<file path="config.mk">
export PLATFORM = sky130hd
export DESIGN_NAME = apb_master_bridge
export DESIGN_NICKNAME = d
export VERILOG_FILES = /design/src/rtl/apb_master_bridge.sv
export SDC_FILE = /design/constraint.sdc
export NUM_CORES = 1
export LEC_CHECK = 0
export CORE_ASPECT_RATIO = 1.5
export CORE_UTILIZATION = 38
export DETAILED_ROUTE_END_ITERATION = 7
export PLACE_DENSITY_LB_ADDON = 0.1
export SLEW_MARGIN = 20
export SYNTH_ARGS = -nofsm -noshare
export SYNTH_HDL_FRONTEND = slang
export SYNTH_SLANG_ARGS = --single-unit
</file>
<file path="constraint.sdc">
create_clock -name clk -period 2.2 [get_ports clk]
set_input_delay 0.22 -clock clk [delete_from_list [all_inputs] [get_ports clk]]
set_output_delay 0.22 -clock clk [all_outputs]
set_load 0.05 [all_outputs]
</file>
<file path="src/rtl/apb_master_bridge.sv">
// APB requester bridge: valid/ready command port to APB SETUP/ACCESS transfers on two slaves.
// Latency: accept at edge N, rsp_valid at N+2 for a zero-wait slave, +1 per slave wait cycle.
// Backpressure: cmd_ready is high only in IDLE; one transfer outstanding. Optional ACCESS
// timeout abort is compiled in with the APB_TIMEOUT_EN macro.
module apb_master_bridge #(
  parameter int ADDR_W         = 32,
  parameter int DATA_W         = 32,
  parameter int SEL_BIT        = 10,
  parameter int TIMEOUT_CYCLES = 16
) (
  input  logic              clk,
  input  logic              rst_n,
  input  logic              cmd_valid,
  output logic              cmd_ready,
  input  logic              cmd_write,
  input  logic [ADDR_W-1:0] cmd_addr,
  input  logic [DATA_W-1:0] cmd_wdata,
  output logic              rsp_valid,
  output logic [DATA_W-1:0] rsp_rdata,
  output logic              rsp_err,
  output logic [ADDR_W-1:0] PADDR,
  output logic [DATA_W-1:0] PWDATA,
  output logic              PWRITE,
  output logic              PSEL1,
  output logic              PSEL2,
  output logic              PENABLE,
  input  logic              PREADY1,
  input  logic              PREADY2,
  input  logic [DATA_W-1:0] PRDATA1,
  input  logic [DATA_W-1:0] PRDATA2
);

  typedef enum logic [1:0] {
    ST_IDLE   = 2'd0,
    ST_SETUP  = 2'd1,
    ST_ACCESS = 2'd2
  } state_t;

  state_t state_q, state_d;

  logic              cmd_ready_q, cmd_ready_d;
  logic              rsp_valid_q, rsp_valid_d;
  logic [DATA_W-1:0] rsp_rdata_q, rsp_rdata_d;
  logic              rsp_err_q,   rsp_err_d;
  logic [ADDR_W-1:0] paddr_q,     paddr_d;
  logic [DATA_W-1:0] pwdata_q,    pwdata_d;
  logic              pwrite_q,    pwrite_d;
  logic              psel1_q,     psel1_d;
  logic              psel2_q,     psel2_d;
  logic              penable_q,   penable_d;

  // The latched address picks the slave; the other slave's PREADY/PRDATA are never looked at.
  logic              sel2;
  logic              pready_sel;
  logic [DATA_W-1:0] prdata_sel;
  logic              accept;
  logic              timeout_hit;

  assign sel2       = paddr_q[SEL_BIT];
  assign pready_sel = sel2 ? PREADY2 : PREADY1;
  assign prdata_sel = sel2 ? PRDATA2 : PRDATA1;
  assign accept     = (state_q == ST_IDLE) && cmd_valid && cmd_ready_q;

`ifdef APB_TIMEOUT_EN
  localparam int CNT_W = $clog2(TIMEOUT_CYCLES + 1);

  logic [CNT_W-1:0] tmo_cnt_q, tmo_cnt_d;

  // Count ACCESS cycles spent waiting on the slave; restart for every new transfer.
  always_comb begin
    tmo_cnt_d = tmo_cnt_q;
    if (state_q == ST_SETUP) begin
      tmo_cnt_d = '0;
    end else if ((state_q == ST_ACCESS) && !pready_sel) begin
      tmo_cnt_d = tmo_cnt_q + CNT_W'(1);
    end
  end

  // Abort on the edge where the wait count would reach the limit.
  assign timeout_hit = (state_q == ST_ACCESS) && !pready_sel &&
                       (tmo_cnt_q == CNT_W'(TIMEOUT_CYCLES - 1));

  // Timeout counter register.
  always_ff @(posedge clk) begin
    if (!rst_n) begin
      tmo_cnt_q <= '0;
    end else begin
      tmo_cnt_q <= tmo_cnt_d;
    end
  end
`else
  // Without the timeout the ACCESS phase waits on PREADY indefinitely.
  logic unused_tmo_cfg;
  assign unused_tmo_cfg = ^TIMEOUT_CYCLES;
  assign timeout_hit    = 1'b0;
`endif

  // State and registered-output flops, synchronous active-low reset.
  always_ff @(posedge clk) begin
    if (!rst_n) begin
      state_q     <= ST_IDLE;
      cmd_ready_q <= 1'b0;
      rsp_valid_q <= 1'b0;
      rsp_rdata_q <= '0;
      rsp_err_q   <= 1'b0;
      paddr_q     <= '0;
      pwdata_q    <= '0;
      pwrite_q    <= 1'b0;
      psel1_q     <= 1'b0;
      psel2_q     <= 1'b0;
      penable_q   <= 1'b0;
    end else begin
      state_q     <= state_d;
      cmd_ready_q <= cmd_ready_d;
      rsp_valid_q <= rsp_valid_d;
      rsp_rdata_q <= rsp_rdata_d;
      rsp_err_q   <= rsp_err_d;
      paddr_q     <= paddr_d;
      pwdata_q    <= pwdata_d;
      pwrite_q    <= pwrite_d;
      psel1_q     <= psel1_d;
      psel2_q     <= psel2_d;
      penable_q   <= penable_d;
    end
  end

  // Next-state: IDLE -> SETUP on accept, SETUP lasts one cycle, ACCESS until ready or timeout.
  always_comb begin
    state_d = state_q;
    unique case (state_q)
      ST_IDLE:   if (accept) state_d = ST_SETUP;
      ST_SETUP:  state_d = ST_ACCESS;
      ST_ACCESS: if (pready_sel || timeout_hit) state_d = ST_IDLE;
      default:   state_d = ST_IDLE;
    endcase
  end

  // Output values for the next cycle; every port is driven straight from a flop.
  always_comb begin
    cmd_ready_d = 1'b0;
    rsp_valid_d = 1'b0;
    rsp_err_d   = 1'b0;
    rsp_rdata_d = rsp_rdata_q;
    paddr_d     = paddr_q;
    pwdata_d    = pwdata_q;
    pwrite_d    = pwrite_q;
    psel1_d     = 1'b0;
    psel2_d     = 1'b0;
    penable_d   = 1'b0;
    unique case (state_q)
      ST_IDLE: begin
        if (accept) begin
          paddr_d  = cmd_addr;
          pwdata_d = cmd_wdata;
          pwrite_d = cmd_write;
          psel1_d  = !cmd_addr[SEL_BIT];
          psel2_d  = cmd_addr[SEL_BIT];
        end else begin
          cmd_ready_d = 1'b1;
        end
      end
      ST_SETUP: begin
        psel1_d   = psel1_q;
        psel2_d   = psel2_q;
        penable_d = 1'b1;
      end
      ST_ACCESS: begin
        if (pready_sel) begin
          rsp_valid_d = 1'b1;
          cmd_ready_d = 1'b1;
          if (!pwrite_q) rsp_rdata_d = prdata_sel;
        end else if (timeout_hit) begin
          rsp_valid_d = 1'b1;
          rsp_err_d   = 1'b1;
          rsp_rdata_d = '0;
          cmd_ready_d = 1'b1;
        end else begin
          psel1_d   = psel1_q;
          psel2_d   = psel2_q;
          penable_d = 1'b1;
        end
      end
      default: begin
        cmd_ready_d = 1'b0;
      end
    endcase
  end

  assign cmd_ready = cmd_ready_q;
  assign rsp_valid = rsp_valid_q;
  assign rsp_rdata = rsp_rdata_q;
  assign rsp_err   = rsp_err_q;
  assign PADDR     = paddr_q;
  assign PWDATA    = pwdata_q;
  assign PWRITE    = pwrite_q;
  assign PSEL1     = psel1_q;
  assign PSEL2     = psel2_q;
  assign PENABLE   = penable_q;

endmodule
</file>
==> reports/qor.txt, run 1 <==
largest net degree at the start of global routing - 71
mapped cell area - 4190 um2
clk slew on worst S/H paths - 0.06 ns
# Max-Cap Violations - 0
GP Congestion - 0.754
slowest CP cell - clkdlybuf4s50_1
Post-synth EDFFs - 0
Critical Path Start Type - flip-flop
PortBufs - 235
Synth Warn # - 0
die height - 131 um
Synth area leaders - dfxtp_1, nand2_1, mux2i_1
WP data arrival - 1.55 ns
Final nets - 852
TritonCTS Buffers - 9
Mapped Cells - 496
endpoints failing setup - 0
I/O pin count - 237
most common cell in the netlist - nand2_1
average vias per placed instance - 4.72
global route total overflow - 0
DR vias - 4081
layout cells sized above 1 - 8.89%
Resized Gates After CTS - 0
Worst Slack Setup Final - 0.426 ns
Design Area, Final - 6950 um2
Tightest Pin Transition - 0.674 ns
commonest cells in the netlist - nand2_1, dfxtp_1, a21oi_1
crit path time final - 1.77 ns
die footprint - 11500 um2
row cnt - 46
Final TNS setup - 0 ns
status - finished clean
overall power - 0.00493 W
core box area - 10600 um2
P per Cell Area - 709 nW/um2
clock buffer depth - 2
initial core utilization - 39.4%
CP max stage delay - 0.83 ns
final hold vios - 0
antenna-violating nets left - 0
Root Buffer - clkbuf_16
first-pass iteration count of the detailed router - 4
Max Freq - 564 MHz
Die X - 87.8 um
Final Cycle Share - 80.6%
clock sink total - 104
critical path required time - 1.98 ns
hpwl dp - 8940 um
crit end category - output port
sequential cell area fraction in the yosys report - 49.7%
RSZ-0062 raised after global routing - false
Total Routing Usage GR - 20.2%
pre-CTS setup slack - 0.364 ns
Area after DPL - 6640 um2
leakage - 2.73 nW
predominant post-synthesis flop cell - dfxtp_1
Peak VDD IR - 526 uV
vias in the first global route - 3933
hold crit path type - in -> reg
Slew Limit Fails - 0
Mapped Nets - 633
initial antenna violation count - 0
cell family with most CP delay - buffers and inverters
Worst-Skew Late Latency - 0.34 ns
cts hold-fix bufs - 0
Netlist cell types - 23
CTS tree - done
Yosys reg bits - 104
post-layout util - 65.3%
WP buf/inv - 1
top-area cell type share of the netlist area - 49.7%
first-pass GRT wire length - 17900 um
Final Skew - 0.00415 ns
crit path cell chain - clkdlybuf4s50_1
asr flop ratio synth - 0%
# DRC - 0
Rel. slew slack - 55.0%
WL/cell - 13.7 um
Post-CTS Setup Bufs - 0
CP Max Fanout - 3
Post-Route WL - 11800 um
H-tree levels - 3
Post-Syn Area per Cell - 8.45 um2
CP Class - reg -> out
diodes inserted - 0
initial DRC count - 159
post-synth top area cell - dfxtp_1
Layout area overhead - 65.9%
## cell families after synthesis
group | share of synthesized area (%)
flip-flops | 49.7
buffers and inverters | 4.51
AO/OA/AOI/OAI | 8.68
AND/OR/NAND/NOR | 19.0
other | 0.0894
multiplexers | 17.2
adder cells (fa/ha/maj) | 0.895
## metal layers
| layer | vias up | global-route usage (%) | part of all wire [%] |
|---|---|---|---|
| met5 | - | 0 | 0 |
| met4 | 0 | 7.91 | 2.1 |
| met3 | 20 | 6.53 | 9.0 |
| met2 | 164 | 37.2 | 52 |
| met1 | 1854 | 20.8 | 37 |
| li1 | 2043 | - | - |
## stage by stage
stage	cells	hold WS (ns)
after floorplan	496	0.356
after global placement	848	0.441
after detailed placement	848	0.446
after CTS	864	0.413
after global routing	864	0.421
final	864	0.424
## cell usage in the layout, fill, tap and decap left out
master / synthesis / final
a211o_1: 1 / 1
a21oi_1: 68 / 68
a22oi_1: 1 / 1
and3_2: 0 / 1
buf_12: 0 / 1
buf_2: 4 / 1
buf_4: 2 / 11
bufinv_16: 0 / 2
clkbuf_1: 25 / 1
clkbuf_16: 0 / 9
clkdlybuf4s50_1: 0 / 233
clkinv_2: 0 / 3
clkinv_4: 0 / 1
conb_1: 1 / 1
dfxtp_1: 104 / 104
ha_1: 3 / 3
inv_1: 2 / 2
inv_2: 0 / 1
mux2_2: 32 / 32
mux2i_1: 36 / 36
nand2_1: 200 / 200
nand2b_1: 1 / 1
nand3_1: 2 / 1
nand3_2: 0 / 1
nor2_1: 2 / 2
o31ai_1: 1 / 1
or3_1: 1 / 1
or3b_2: 0 / 1
## state kept, by name, summed over array words and instances, names as in the netlist
| name | flops |
|---|---|
| PADDR | 32 |
| PENABLE | 1 |
| PSEL1 | 1 |
| state_q | 2 |
| PSEL2 | 1 |
| PWDATA | 32 |
| cmd_ready | 1 |
| rsp_valid | 1 |
| rsp_rdata | 32 |
| PWRITE | 1 |
## final cells by class
cell class	instances	area (um2)
clock buffer	10	229
sequential	104	2080
fill	912	3690
multi-input combinational	351	1930
inverter	3	11.3
tap	144	180
clock inverter	6	83.8
timing repair buffer	246	2440
## where the power goes
| group | internal (W) | total (W) | switching [W] |
|---|---|---|---|
| logic | 0.000533 | 0.00123 | 0.000700 |
| clock network | 0.000993 | 0.00165 | 0.000662 |
| registers | 0.00199 | 0.00204 | 0.0000535 |
| total | 0.00351 | 0.00493 | 0.00141 |
## path summary, 6_finish.rpt
path	to	slack [ns]	startpoint	depth (start not counted)
worst min register to register	PADDR[5]	0.45	PADDR[5]	2
worst max register to register	rsp_rdata[11]	0.49	state_q[0]	5
worst min-delay path	PADDR[17]	0.42	cmd_addr[17]	3
worst max-delay path	PWRITE	0.43	PWRITE	1
## worst reg2reg max path, cell delays in order, from the launching register on
cell	delay [ns]
dfxtp_1	0.31
inv_1	0.09
ha_1	0.24
or3b_2	0.47
buf_4	0.28
mux2i_1	0.18
Note: power is estimated with default switching activity, not from simulation.
==> inputs of run 2 (changes only) <==
- clock period: 2.2 -> 1.65 ns (I/O delays scaled with it)
==> run 2 against run 1 <==
Compared with the run above:
- critical path depth did not move
- register-to-register slack got worse by 0.40 ns
- global-route usage fell by 0.19 points
- final area fell by 0.92%
- die area did not move
- clock skew rose by 0.0034 ns
- hold slack got worse by 0.16 ns
- via count fell by 1.7%
- cell count did not move
- utilization fell by 0.60 points
- wire length fell by 0.27%
- sequential share of layout area rose by 0.35 points
==> reports/qor.txt, run 2 (same netlist as run 1, synthesis figures left out) <==
status - finished clean
Peak VDD IR - 539 uV
WL/cell - 13.7 um
hold crit path type - in -> reg
CP Class - reg -> out
initial core utilization - 39.4%
GP Congestion - 0.707
first-pass iteration count of the detailed router - 4
diodes inserted - 0
die height - 131 um
antenna-violating nets left - 0
PortBufs - 235
CP max stage delay - 0.79 ns
Final Cycle Share - 98.2%
row cnt - 46
RSZ-0062 raised after global routing - false
cts hold-fix bufs - 0
crit end category - output port
Worst Slack Setup Final - 0.0302 ns
DR vias - 4013
I/O pin count - 237
global route total overflow - 0
crit path time final - 1.62 ns
WP data arrival - 1.45 ns
crit path cell chain - clkdlybuf4s50_1
Tightest Pin Transition - 0.522 ns
Critical Path Start Type - flip-flop
Worst-Skew Late Latency - 0.34 ns
cell family with most CP delay - buffers and inverters
clock sink total - 104
average vias per placed instance - 4.64
post-layout util - 64.7%
Slew Limit Fails - 0
Area after DPL - 6590 um2
WP buf/inv - 1
# Max-Cap Violations - 0
TritonCTS Buffers - 9
layout cells sized above 1 - 16.7%
critical path required time - 1.48 ns
largest net degree at the start of global routing - 71
endpoints failing setup - 0
Root Buffer - clkbuf_16
CP Max Fanout - 2
Die X - 87.8 um
Design Area, Final - 6890 um2
Post-CTS Setup Bufs - 0
first-pass GRT wire length - 17700 um
Resized Gates After CTS - 36
most frequent cells in the layout - nand2_1, clkdlybuf4s50_1, dfxtp_1
pre-CTS setup slack - -0.122 ns
final hold vios - 0
Layout area overhead - 64.3%
initial DRC count - 122
Rel. slew slack - 65.1%
clk slew on worst S/H paths - 0.06 ns
die footprint - 11500 um2
core box area - 10600 um2
Hold Slack - 0.268 ns
Max Freq - 617 MHz
Final Skew - 0.00759 ns
H-tree levels - 3
leakage - 3.24 nW
hpwl dp - 8770 um
P per Cell Area - 950 nW/um2
# DRC - 0
initial antenna violation count - 0
Post-Route WL - 11800 um
vias in the first global route - 3750
clock buffer depth - 2
Final nets - 853
slowest CP cell - clkdlybuf4s50_1
commonest non-fill, non-tap cell in the layout - nand2_1
Total Routing Usage GR - 20.0%
CTS tree - done
==> run 2: cell count changes in the layout (fill, tap and decap cells not counted), sizes merged <==
cell and delta:
dlygate4sd2 +36, clkinvlp +1, bufinv -1, clkbuf +1, buf +53, clkinv -2, clkdlybuf4s50 -100, dlymetal6s2s +12
==> run 2: final cells by class <==
type                            instances  area, um2
Clock inverter                          4       51.3
Tap cell                              144        180
Fill cell                             934       3760
Inverter                                3       11.3
Timing Repair Buffer                  247       2360
Clock buffer                           11        264
Multi-Input combinational cell        351       1930
Sequential cell                       104       2090
==> run 2: layer usage <==
| layer | global-route usage, % | vias to the layer above | part of all wire [%] |
|---|---|---|---|
| li1 | - | 2046 | - |
| met1 | 21.5 | 1800 | 38 |
| met2 | 36.3 | 149 | 52 |
| met3 | 5.03 | 18 | 7.1 |
| met4 | 8.97 | 0 | 2.3 |
| met5 | 0 | - | 0 |
==> run 2: final timing paths <==
| kind | start | cells after the start | to | slack [ns] |
|---|---|---|---|---|
| worst max-delay path | PADDR[23] | 1 | PADDR[23] | 0.03 |
| worst min register to register | PWDATA[12] | 2 | PWDATA[12] | 0.45 |
| worst max register to register | state_q[0] | 5 | rsp_rdata[31] | 0.09 |
| worst min-delay path | rst_n | 3 | rsp_valid | 0.27 |
==> run 2: worst min-delay path: cells and delay by family <==
| kind | cells | cell delay (ns) |
|---|---|---|
| buf+inv | 2 | 0.27 |
| simple gates | 1 | 0.13 |
==> run 2: report_power, final <==
| group | total [W] | internal, W | switching [W] |
|---|---|---|---|
| sequential | 0.00272 | 0.00265 | 0.0000666 |
| combinational | 0.00162 | 0.000683 | 0.000935 |
| clock | 0.00221 | 0.00130 | 0.000911 |
==> run 2: per-stage QoR <==
step	total power, W	cells	setup TNS (ns)
after floorplan	0.00373	496	0
after global placement	0.00441	849	-0.666
after detailed placement	0.00444	849	-3.38
after CTS	0.00662	864	0
after global routing	0.00682	864	0
final	0.00655	864	0
